### src/rtl/serial_frame_pkg.sv
// Shared definitions for the serial frame receiver: FSM state encoding and
// default frame/buffer sizing.
package serial_frame_pkg;

    localparam int DATA_BITS_DEF  = 8;
    localparam int FIFO_DEPTH_DEF = 2;

    typedef enum logic [1:0] {
        IDLE = 2'd0,
        DATA = 2'd1,
        STOP = 2'd2
    } state_t;

endpackage

### src/rtl/sync_fifo.sv
// Purpose: small synchronous word buffer; head word shown on rdata (zero when empty).
// Latency: a pushed word is visible on rdata the cycle after the push into an empty buffer.
// Backpressure: push while full is accepted only alongside a pop; pop while empty is ignored.
module sync_fifo
    import serial_frame_pkg::*;
#(
    parameter int WIDTH = DATA_BITS_DEF,
    parameter int DEPTH = FIFO_DEPTH_DEF
) (
    input  logic             c,
    input  logic             r,
    input  logic             push,
    input  logic [WIDTH-1:0] wdata,
    input  logic             pop,
    output logic [WIDTH-1:0] rdata,
    output logic             full,
    output logic             empty
);

    localparam int AW = (DEPTH > 1) ? $clog2(DEPTH) : 1;

    logic [WIDTH-1:0] mem [DEPTH];
    logic [AW-1:0]    wr_ptr;
    logic [AW-1:0]    rd_ptr;
    logic [AW:0]      count;
    logic             do_push;
    logic             do_pop;

    assign full    = (count == (AW+1)'(DEPTH));
    assign empty   = (count == '0);
    assign do_pop  = pop & ~empty;
    assign do_push = push & (~full | do_pop);

    // Pointers wrap naturally because DEPTH is a power of two.
    always_ff @(posedge c) begin
        if (r) begin
            wr_ptr <= '0;
            rd_ptr <= '0;
            count  <= '0;
        end else begin
            if (do_push) wr_ptr <= wr_ptr + 1'b1;
            if (do_pop)  rd_ptr <= rd_ptr + 1'b1;
            case ({do_push, do_pop})
                2'b10:   count <= count + 1'b1;
                2'b01:   count <= count - 1'b1;
                default: count <= count;
            endcase
        end
    end

    always_ff @(posedge c) begin
        if (do_push) mem[wr_ptr] <= wdata;
    end

    // Storage is not reset, so mask the head while empty to keep q_data at zero.
    assign rdata = empty ? '0 : mem[rd_ptr];

endmodule

### src/rtl/serial_frame_rx.sv
// Purpose: strobed serial receiver (start, DATA_BITS LSB-first, stop) into an output buffer.
// Latency: q_valid rises the cycle after the stop-bit strobe when the buffer was empty.
// Backpressure: q_valid/q_ready; a good frame arriving at a full buffer without a pop is dropped with ovf.
module serial_frame_rx
    import serial_frame_pkg::*;
#(
    parameter int DATA_BITS  = DATA_BITS_DEF,
    parameter int FIFO_DEPTH = FIFO_DEPTH_DEF
) (
    input  logic                 c,
    input  logic                 r,
    input  logic                 d,
    input  logic                 en,
    output logic [DATA_BITS-1:0] q_data,
    output logic                 q_valid,
    input  logic                 q_ready,
    output logic                 ferr,
    output logic                 ovf,
    output logic                 busy
);

    localparam int CW = $clog2(DATA_BITS);

    state_t               state;
    state_t               state_nxt;
    logic [CW-1:0]        bit_cnt;
    logic [DATA_BITS-1:0] shift_q;
    logic                 frame_done;
    logic                 push;
    logic                 pop;
    logic                 fifo_full;
    logic                 fifo_empty;

    always_ff @(posedge c) begin
        if (r) state <= IDLE;
        else   state <= state_nxt;
    end

    // The stop-bit strobe always ends the frame; its value only selects push vs. ferr.
    always_comb begin
        state_nxt  = state;
        frame_done = 1'b0;
        case (state)
            IDLE: if (en && !d) state_nxt = DATA;
            DATA: if (en && bit_cnt == CW'(DATA_BITS-1)) state_nxt = STOP;
            STOP: if (en) begin
                state_nxt  = IDLE;
                frame_done = 1'b1;
            end
            default: state_nxt = IDLE;
        endcase
    end

    always_ff @(posedge c) begin
        if (r) begin
            bit_cnt <= '0;
            shift_q <= '0;
            ferr    <= 1'b0;
            ovf     <= 1'b0;
        end else begin
            ferr <= frame_done & ~d;
            ovf  <= frame_done & d & fifo_full & ~pop;
            if (en) begin
                case (state)
                    IDLE: bit_cnt <= '0;
                    DATA: begin
                        shift_q <= {d, shift_q[DATA_BITS-1:1]};
                        bit_cnt <= bit_cnt + 1'b1;
                    end
                    default: ;
                endcase
            end
        end
    end

    assign q_valid = ~fifo_empty;
    assign pop     = q_valid & q_ready;
    assign push    = frame_done & d & (~fifo_full | pop);
    assign busy    = (state != IDLE);

    sync_fifo #(
        .WIDTH (DATA_BITS),
        .DEPTH (FIFO_DEPTH)
    ) u_fifo (
        .c     (c),
        .r     (r),
        .push  (push),
        .wdata (shift_q),
        .pop   (pop),
        .rdata (q_data),
        .full  (fifo_full),
        .empty (fifo_empty)
    );

endmodule

### config.mk
export PLATFORM = sky130hd
export DESIGN_NAME = serial_frame_rx
export DESIGN_NICKNAME = d
export VERILOG_FILES = /design/src/rtl/serial_frame_pkg.sv /design/src/rtl/sync_fifo.sv /design/src/rtl/serial_frame_rx.sv
export SDC_FILE = /design/constraint.sdc
export NUM_CORES = 1
export LEC_CHECK = 0
export ABC_CLOCK_PERIOD_IN_PS = 2050
export BUFFER_PORTS_ARGS = -buffer_cell sky130_fd_sc_hd__buf_2
export CAP_MARGIN = 0
export CORE_ASPECT_RATIO = 1.25
export CORE_MARGIN = 3
export CORE_UTILIZATION = 55
export CTS_CLUSTER_SIZE = 25
export DETAILED_ROUTE_END_ITERATION = 12
export HOLD_SLACK_MARGIN = 0.02
export PLACE_DENSITY = 0.76
export SYNTH_ARGS = -nofsm -noshare
export SYNTH_HDL_FRONTEND = slang
export SYNTH_SLANG_ARGS = --single-unit
### constraint.sdc
create_clock -name c -period 2.05 [get_ports c]
set_input_delay 0.1025 -clock c [delete_from_list [all_inputs] [get_ports c]]
set_output_delay 0.1025 -clock c [all_outputs]
set_load 0.02 [all_outputs]
; After elaboration in Yosys (flattened, before gate mapping)
; Memories as Yosys holds them, arrays and structs flattened. A register that Yosys moved wholly into a read port is not among the register bits.
; Index checks and enable logic that the tools add are counted.
[word_totals]
reg_bits = 19
ramBits = 16
out_inout_bits = 12
elab_cells = 61
memories = 1
[memory_table]
columns = memory, depth, word_bits, rd, rd_ports_with_merged_regs, write_ports, line_no
row1 = u_fifo.mem, 2, 8, 1, 1, 1, sync_fifo.sv:22  ; logic [WIDTH-1:0] mem [DEPTH];
[op_classes]
addsub = 5
n_eq_ne = 9
mux = 13
bitwise_logic = 14
reduce_logical = 11
[ops]
columns = op, count
row1 = $and A1 B1 Y1, 8
row2 = $mux W8, 1
row3 = $eq A2 B2 Y1 const B, 3
row4 = $mux W1, 6
row5 = $mux W2, 3
row6 = $ne A2 B2 Y1 const B, 3
row7 = $pmux W2 S3, 1
row8 = $pmux W3 S2, 1
row9 = $reduce_bool A2 Y1, 3
row10 = $eq A2 B1 Y1 const B, 2
row11 = $logic_not A2 Y1, 2
row12 = $not A1 Y1, 4
row13 = $pmux W2 S2, 1
row14 = $reduce_and A2 Y1, 2
row15 = $add A3 B1 Y3 const B, 1
row16 = $eq A3 B3 Y1 const B, 1
row17 = $reduce_and A3 Y1, 1
row18 = $add A1 B1 Y1 const B, 2
row19 = $add A2 B1 Y2 const B, 1
row20 = $logic_and A1 B1 Y1, 2
row21 = $or A1 B1 Y1, 2
row22 = $sub A2 B1 Y2 const B, 1
row23 = $logic_not A1 Y1, 1

; Logic depth before layout (Yosys ltp)
; Gate-level depths: netlist of run 1.
[depth]
word_depth = 8
depth_mapped = 7
ltp_nobuf = 6

; Modules after synthesis
; A second synthesis of run 1 with hierarchy kept.
[hier_totals]
cells_unflattened = 139
hier_area_um2 = 1478.9
[modules_own_cells]
columns = mod, instances, cells_per_inst, area_each_um2, seq_area_each_um2
row1 = sync_fifo, 1, 64, 847.1, 580.6
row2 = serial_frame_rx, 1, 75, 631.9, 300.3

; Worst setup path before layout of run 1
; Ideal clock, no wire load.
[synth_path]
kind = register to register
from = register state[0]
to = register u_fifo.count[1]
setup_time_ns = 0.070
t_arrival_ns = 1.689
required_ns = 1.980
slack_ns = 0.291
stages_incl_launch_ff = 7
n_path_buf = 1
period_less_slack_ns = 1.759
cell_sequence = dfxtp_1 -> buf_4 -> nand4b_4 -> or2_2 -> ha_1 -> or3_1 -> a21oi_1
[synth_via]
elab_chain_len = 7
[synth_lines]
columns = element, line_no
row1 = from (decl), serial_frame_rx.sv:24  ; state_t state;
row2 = from (signal assigned), serial_frame_rx.sv:36  ; else state <= state_nxt;
row3 = $eq A2 B2 Y1 (*), serial_frame_rx.sv:43  ; case (state)
row4 = $mux W1 (*), serial_frame_rx.sv:43
row5 = $and A1 B1 Y1 (*) (2 in series), serial_frame_rx.sv:78  ; assign push = frame_done & d & (~fifo_full | pop);
row6 = $and A1 B1 Y1 (*), sync_fifo.sv:32  ; assign do_push = push & (~full | do_pop);
row7 = $eq A2 B1 Y1 / $eq A2 B2 Y1 (equally long branches), sync_fifo.sv:43  ; case ({do_push, do_pop})
row8 = $pmux W2 S2 / $reduce_bool A2 Y1 (equally long branches), --
row9 = to (signal assigned), sync_fifo.sv:44  ; 2'b10: count <= count + 1'b1;
row10 = to (signal assigned), sync_fifo.sv:45  ; 2'b01: count <= count - 1'b1;
row11 = to (signal assigned), sync_fifo.sv:46  ; default: count <= count;
row12 = to (decl), sync_fifo.sv:25  ; logic [AW:0] count;
; Mark *: on every way between the ends. The rest lies on a longest branch, timed or not.
; A chain may end at the register's enable or synchronous reset.

; Worst setup path in the final report of run 1
[layout_path]
from = register state[1]
to = register u_fifo.count[1]
; Same word-level chain as after synthesis.

==> out/qor.yml, run 1 <==
logic_synthesis:
  synth_edf_count: 16
  synth_flop_cell: "dfxtp_1"
  synth_largest_area_cell: "edfxtp_1"
  syn_avg_cell_area_sq_um: 11.9
  syn_nets: 129
  synth-seq-area-share_pct: 61.1
  yosys-top-cells-area: "edfxtp_1 (33%), dfxtp_1 (28%), mux2i_1 (11%)"
  synthCells: 121
  yosysTopAreaCellShare_pct: 33.3
  async_reset_ff_share_pct: 0
  yosysUniqueCellTypes: 26
  syn_area_sq_um: 1440
  ys_ff_latch: 36
  synth_most_common_cell: "nor2_1"
  ys.warnings.count: 0
  yosys-top-cells-count: "nor2_1 (22), dfxtp_1 (20), edfxtp_1 (16), mux2i_1 (16), a21oi_1 (7)"
sta:
  setup_violations: 0
  tightestPinTransition_ns: 0.575
  finalSetupTns_ns: 0
  rsz0062_at_grt: "no"
  fin_crit_ns: 1.86
  drv_slew: 0
  fin_crit_sh_pct: 90.7
  clock.fmax_ghz: 0.538
  maxSlewHeadroom_pct: 61.5
  hold_viol: 0
  setup_ws_ns: 0.191
  clock_skew_ns: 0.00592
floorplan:
  initial_core_util_pct: 58.2
  die_w_um: 51.8
  fp.coreArea_sq_um: 2480
  io_pins: 17
  fp.dieH_um: 63.2
  dieArea_sq_um: 3270
  fp-row-count: 20
placed_design:
  gp_congestion: 0.794
  dp_slack_ns: 0.230
  port_buffers: 16
  dp_hpwl_mm: 1.45
clock_tree:
  numCtsBuffers: 5
  cts_setup_buffers: 0
  htree_num_levels: 2
  path_clk_slew_ns: 0.09
  cts-root-buf: "clkbuf_4"
  postCtsHoldBufs: 0
  clock_latency_ns: 0.32
  clockBufferDepth: 2
  cts_tree: "built"
  cts.sinks: 36
  cts.repair.resized: 0
global_route:
  overflow: 0
  grt_pass1_vias: 818
  antenna_found_initial: 0
  grt_pass1_wl_mm: 3.55
  track_usage_pct: 14.7
  grt_max_degree: 21
detailed_routing:
  vias_per_cell: 5.06
  drc_errors: 0
  vias: 880
  wl_per_cell_um: 11.4
  drt_iter0_markers: 10
  ant_nets: 0
  routed_wl_mm: 1.98
  dr.pass1.iters: 3
final_layout:
  area_delta_synth_final_pct: 10.4
  drive_gt1_share_pct: 20.6
  n_fill_cell: 211
  antenna_cells: 0
  num-nets-final: 148
critical_path:
  cp-start-kind: "flip-flop"
  criticalPathCategory: "reg2reg"
  crit_path_end_kind: "flip-flop"
  worstPathArrival_ns: 2.11
  crit_fanout: 9
  r2r_cells: 5
  worstPathRequired_ns: 2.30
outcome:
  run_status: "complete, no violations"
flow_run:
  max-cap-violations: 0
worst_hold_path:
  hold_depth: 3
  hp-class: "in2reg"
power:
  p_total_w: 0.00111
  leakagePower_nw: 0.686
  power_density_nw_per_um2: 700
  ir_drop_mv: 0.427
[logic make-up after synthesis]
group                    after synthesis  share of synthesized area, %
XOR/XNOR                               3                          1.82
buffers and inverters                  9                          2.95
flip-flops                            36                          61.1
adder cells (fa/ha/maj)                3                          2.60
AO/OA/AOI/OAI                         10                          3.47
multiplexers                          16                          11.1
AND/OR/NAND/NOR                       44                          16.9
[routing by layer]
layer	vias to the layer above	share of wire, %	routed length [um]	track usage, %
met4	0	2.3	45	7.87
met1	405	46	900	16.7
met2	15	48	954	24.2
met5	-	0	0	0
met3	6	3.8	75	4.26
li1	454	-	-	-
[stage by stage]
stage	utilization, %	std cells	hold slack (ns)	cell area (sq um)
floorplan	-	121	0.246	1440
global placement	62.3	166	0.422	1540
detailed placement	62.3	166	0.430	1540
CTS	64.2	174	0.0776	1590
global route	64.2	174	0.0948	1590
finish	64.2	174	0.0863	1590
[cells in the final DEF (no fill, tap or decap), types with 3 or more instances in the layout]
master	instances
nor2_1	22
clkbuf_4	5
mux2i_1	16
nand2_1	5
edfxtp_1	16
a21oi_1	7
dfxtp_1	20
buf_2	16
ha_1	3
inv_1	4
o21ai_0	3
[worst max-delay path: stages (launching register included)]
cell and delay, ns:
dfxtp_1 0.50, nand4b_4 0.14, or2_2 0.32, ha_1 0.32, or3_1 0.37, a21oi_1 0.14
[registers in the layout, summed over array words and instances, names as in the netlist, named ones only]
register and cells:
u_fifo.wr_ptr 1, u_fifo.mem 16, shift_q 8, u_fifo.rd_ptr 1, u_fifo.count 2, ovf 1, bit_cnt 3, ferr 1
state 2
[power breakdown]
part / total, W / switching (W) / internal [W]
sequential: 0.000750 / 0.00000452 / 0.000745
combinational: 0.0000344 / 0.0000204 / 0.0000140
clock: 0.000329 / 0.000198 / 0.000132
total: 0.00111 / 0.000223 / 0.000891
[area by class of cell]
| cell class | count | area (sq um) | share of cell area (%) |
|---|---|---|---|
| inverter | 4 | 15.0 | 0.943 |
| clock buffer | 7 | 45.0 | 2.83 |
| sequential | 36 | 881 | 55.3 |
| tap | 33 | 41.3 | 2.59 |
| multi-input combinational | 76 | 518 | 32.5 |
| timing repair buffer | 17 | 87.6 | 5.50 |
| clock inverter | 1 | 3.75 | 0.236 |
[final timing paths]
kind	to	startpoint	slack, ns
min reg2reg	bit_cnt[1]	bit_cnt[1]	0.47
max reg2reg	u_fifo.count[1]	state[1]	0.19
min	ovf	q_ready	0.09
max	u_fifo.count[1]	state[1]	0.19
(Power assumes the default switching activity.)
==> inputs of run 2 (changes only) <==
==> constraint.sdc (replaced) <==
create_clock -name c -period 2.05 [get_ports c]
set_input_delay 0.1025 -clock c [delete_from_list [all_inputs] [get_ports c]]
set_output_delay 0.1025 -clock c [all_outputs]
set_load 0.005 [all_outputs]
==> out/qor.yml, run 2 (synthesis results as in run 1) <==
sta:
  clock_skew_ns: 0.0112  # +0.00525 ns
  setup_violations: 0  # unchanged
  maxSlewHeadroom_pct: 61.9  # +0.44 points
  tightestPinTransition_ns: 0.569  # -0.00653 ns
  finalSetupTns_ns: 0  # unchanged
  fin_crit_ns: 1.84  # -0.0165 ns
  fin_crit_sh_pct: 89.9  # -0.81 points
  drv_slew: 0  # unchanged
  clock.fmax_ghz: 0.543  # +0.90%
  hold_viol: 0  # unchanged
  setup_ws_ns: 0.208  # +0.0165 ns
  rsz0062_at_grt: "no"
placed_design:
  port_buffers: 16  # unchanged
  gp_congestion: 0.767  # -3.4%
  dp_hpwl_mm: 1.48  # +1.8%
  dp_slack_ns: 0.221  # -0.00874 ns
worst_hold_path:
  hold_depth: 3  # unchanged
  worst_hold_startpoint: "q_ready"
  hp-class: "in2reg"
  holdPathEnd: "ovf"
power:
  p_sw_w: 0.000227  # +2.1%
  swShare_pct: 20.3  # +0.30 points
  leakagePower_nw: 0.692  # +0.76%
  power_density_nw_per_um2: 701  # +0.11%
  ir_drop_mv: 0.512  # +20%
  p_int_w: 0.000893  # +0.20%
  p_comb_share_pct: 3.4  # +0.3 points
  clockPowerShare_pct: 29.9  # +0.3 points
  seq_power_share_pct: 66.7  # -0.6 points
critical_path:
  r2r_cells: 5  # unchanged
  rr_startpoint: "state[1]"
  crit_path_end_kind: "flip-flop"
  criticalPathCategory: "reg2reg"
  worstPathRequired_ns: 2.31  # about the same
  reg2reg_setup_slack_ns: 0.21  # +0.02 ns
  worstPathArrival_ns: 2.11  # about the same
  crit_fanout: 9  # unchanged
  reg2reg_to: "u_fifo.count[1]"
  cp-start-kind: "flip-flop"
floorplan:
  fp-row-count: 20  # unchanged
  fp.coreArea_sq_um: 2480  # unchanged
  initial_core_util_pct: 58.2  # unchanged
  dieArea_sq_um: 3270  # unchanged
  io_pins: 17  # unchanged
  fp.dieH_um: 63.2  # unchanged
  die_w_um: 51.8  # unchanged
final_layout:
  n_fill_cell: 196  # -7.1%
  final_common_cell: "nor2_1"
  antenna_cells: 0  # unchanged
  area_delta_synth_final_pct: 10.9
  largest_reg_flops: 16  # unchanged
  seqCellArea_sq_um: 881  # unchanged
  fin_util_pct: 64.5  # +0.30 points
  most-common-layout-cells: "nor2_1 (22), dfxtp_1 (20), mux2i_1 (16), buf_2 (16), edfxtp_1 (16)"
  num-nets-final: 149  # +0.68%
  top_register: "u_fifo.mem"
  multiInputGateArea_sq_um: 518  # unchanged
  drive_gt1_share_pct: 21.1  # +0.56 points
  top_regs: "u_fifo.mem: 16 flops, shift_q: 8 flops, bit_cnt: 3 flops"
clock_tree:
  cts.repair.resized: 0  # unchanged
  postCtsHoldBufs: 0  # unchanged
  path_clk_slew_ns: 0.10  # about the same
  cts_setup_buffers: 0  # unchanged
  cts-root-buf: "clkbuf_4"
  cts.sinks: 36  # unchanged
  numCtsBuffers: 5  # unchanged
  clock_latency_ns: 0.32  # about the same
  clockBufferDepth: 2  # unchanged
  htree_num_levels: 2  # unchanged
  cts_tree: "built"
global_route:
  track_usage_pct: 14.8  # +0.13 points
  grt_pass1_vias: 845  # +3.3%
  antenna_found_initial: 0  # unchanged
  grt_max_degree: 21  # unchanged
  grt_pass1_wl_mm: 3.60  # +1.6%
  overflow: 0  # unchanged
flow_run:
  max-cap-violations: 0  # unchanged
detailed_routing:
  drc_errors: 0  # unchanged
  vias_per_cell: 4.98  # -1.6%
  vias: 871  # -1.0%
  routed_wl_mm: 1.99  # +0.91%
  ant_nets: 0  # unchanged
  wl_per_cell_um: 11.4  # +0.33%
  drt_iter0_markers: 6  # -4
  dr.pass1.iters: 2  # -1
outcome:
  run_status: "complete, no violations"
run 2: changes by cell type in the layout (fill, tap and decap cells not counted), sizes merged:
cell	change
buf	+1
run 2: worst max path at each step:
stage / endpoint / depth (start not counted) / slack [ns] / start
final: u_fifo.count[1] / 5 / 0.21 / state[1]
after global routing: u_fifo.count[1] / 5 / 0.13 / state[1]
after CTS: u_fifo.count[1] / 5 / 0.21 / state[1]
after detailed placement: u_fifo.count[1] / 5 / 0.22 / state[1]
after global placement: u_fifo.count[1] / 5 / 0.28 / state[1]
after floorplan: u_fifo.count[1] / 6 / 0.29 / state[0]
run 2: layout make-up:
| class | instances | area share [%] |
|---|---|---|
| sequential | 36 | 55.1 |
| multi-input combinational | 76 | 32.4 |
| inverter | 4 | 0.939 |
| tap | 33 | 2.58 |
| timing repair buffer | 18 | 5.95 |
| clock inverter | 1 | 0.235 |
| clock buffer | 7 | 2.82 |
run 2: layer usage:
metal / global-route usage [%] / vias up / wire [um]
li1: - / 456 / -
met3: 5.67 / 5 / 82
met2: 25.3 / 15 / 999
met4: 5.90 / 0 / 34
met5: 0 / - / 0
met1: 16.1 / 395 / 877
run 2: worst max-delay path, stage by stage, from the launching register on:
cell      delay (ns)
dfxtp_1         0.49
nand4b_4        0.14
or2_2           0.32
ha_1            0.31
or3_1           0.37
a21oi_1         0.14
run 2: power groups by stage:
stage          logic (W)  registers [W]  clock network (W)
3_3_place_gp   0.0000370       0.000764                  0
5_1_grt        0.0000417       0.000748           0.000380
4_1_cts        0.0000382       0.000747           0.000342
3_5_place_dp   0.0000379       0.000764                  0
6_report       0.0000376       0.000747           0.000335
2_1_floorplan  0.0000266       0.000763                  0
run 2: metrics by stage:
stage	instance area, sq um	std cells	total power, W	hold slack, ns
after detailed placement	1550	167	0.000802	0.448
after CTS	1600	175	0.00113	0.105
after global placement	1550	167	0.000801	0.425
after global routing	1600	175	0.00117	0.0966
final	1600	175	0.00112	0.0956
after floorplan	1440	121	0.000790	0.246
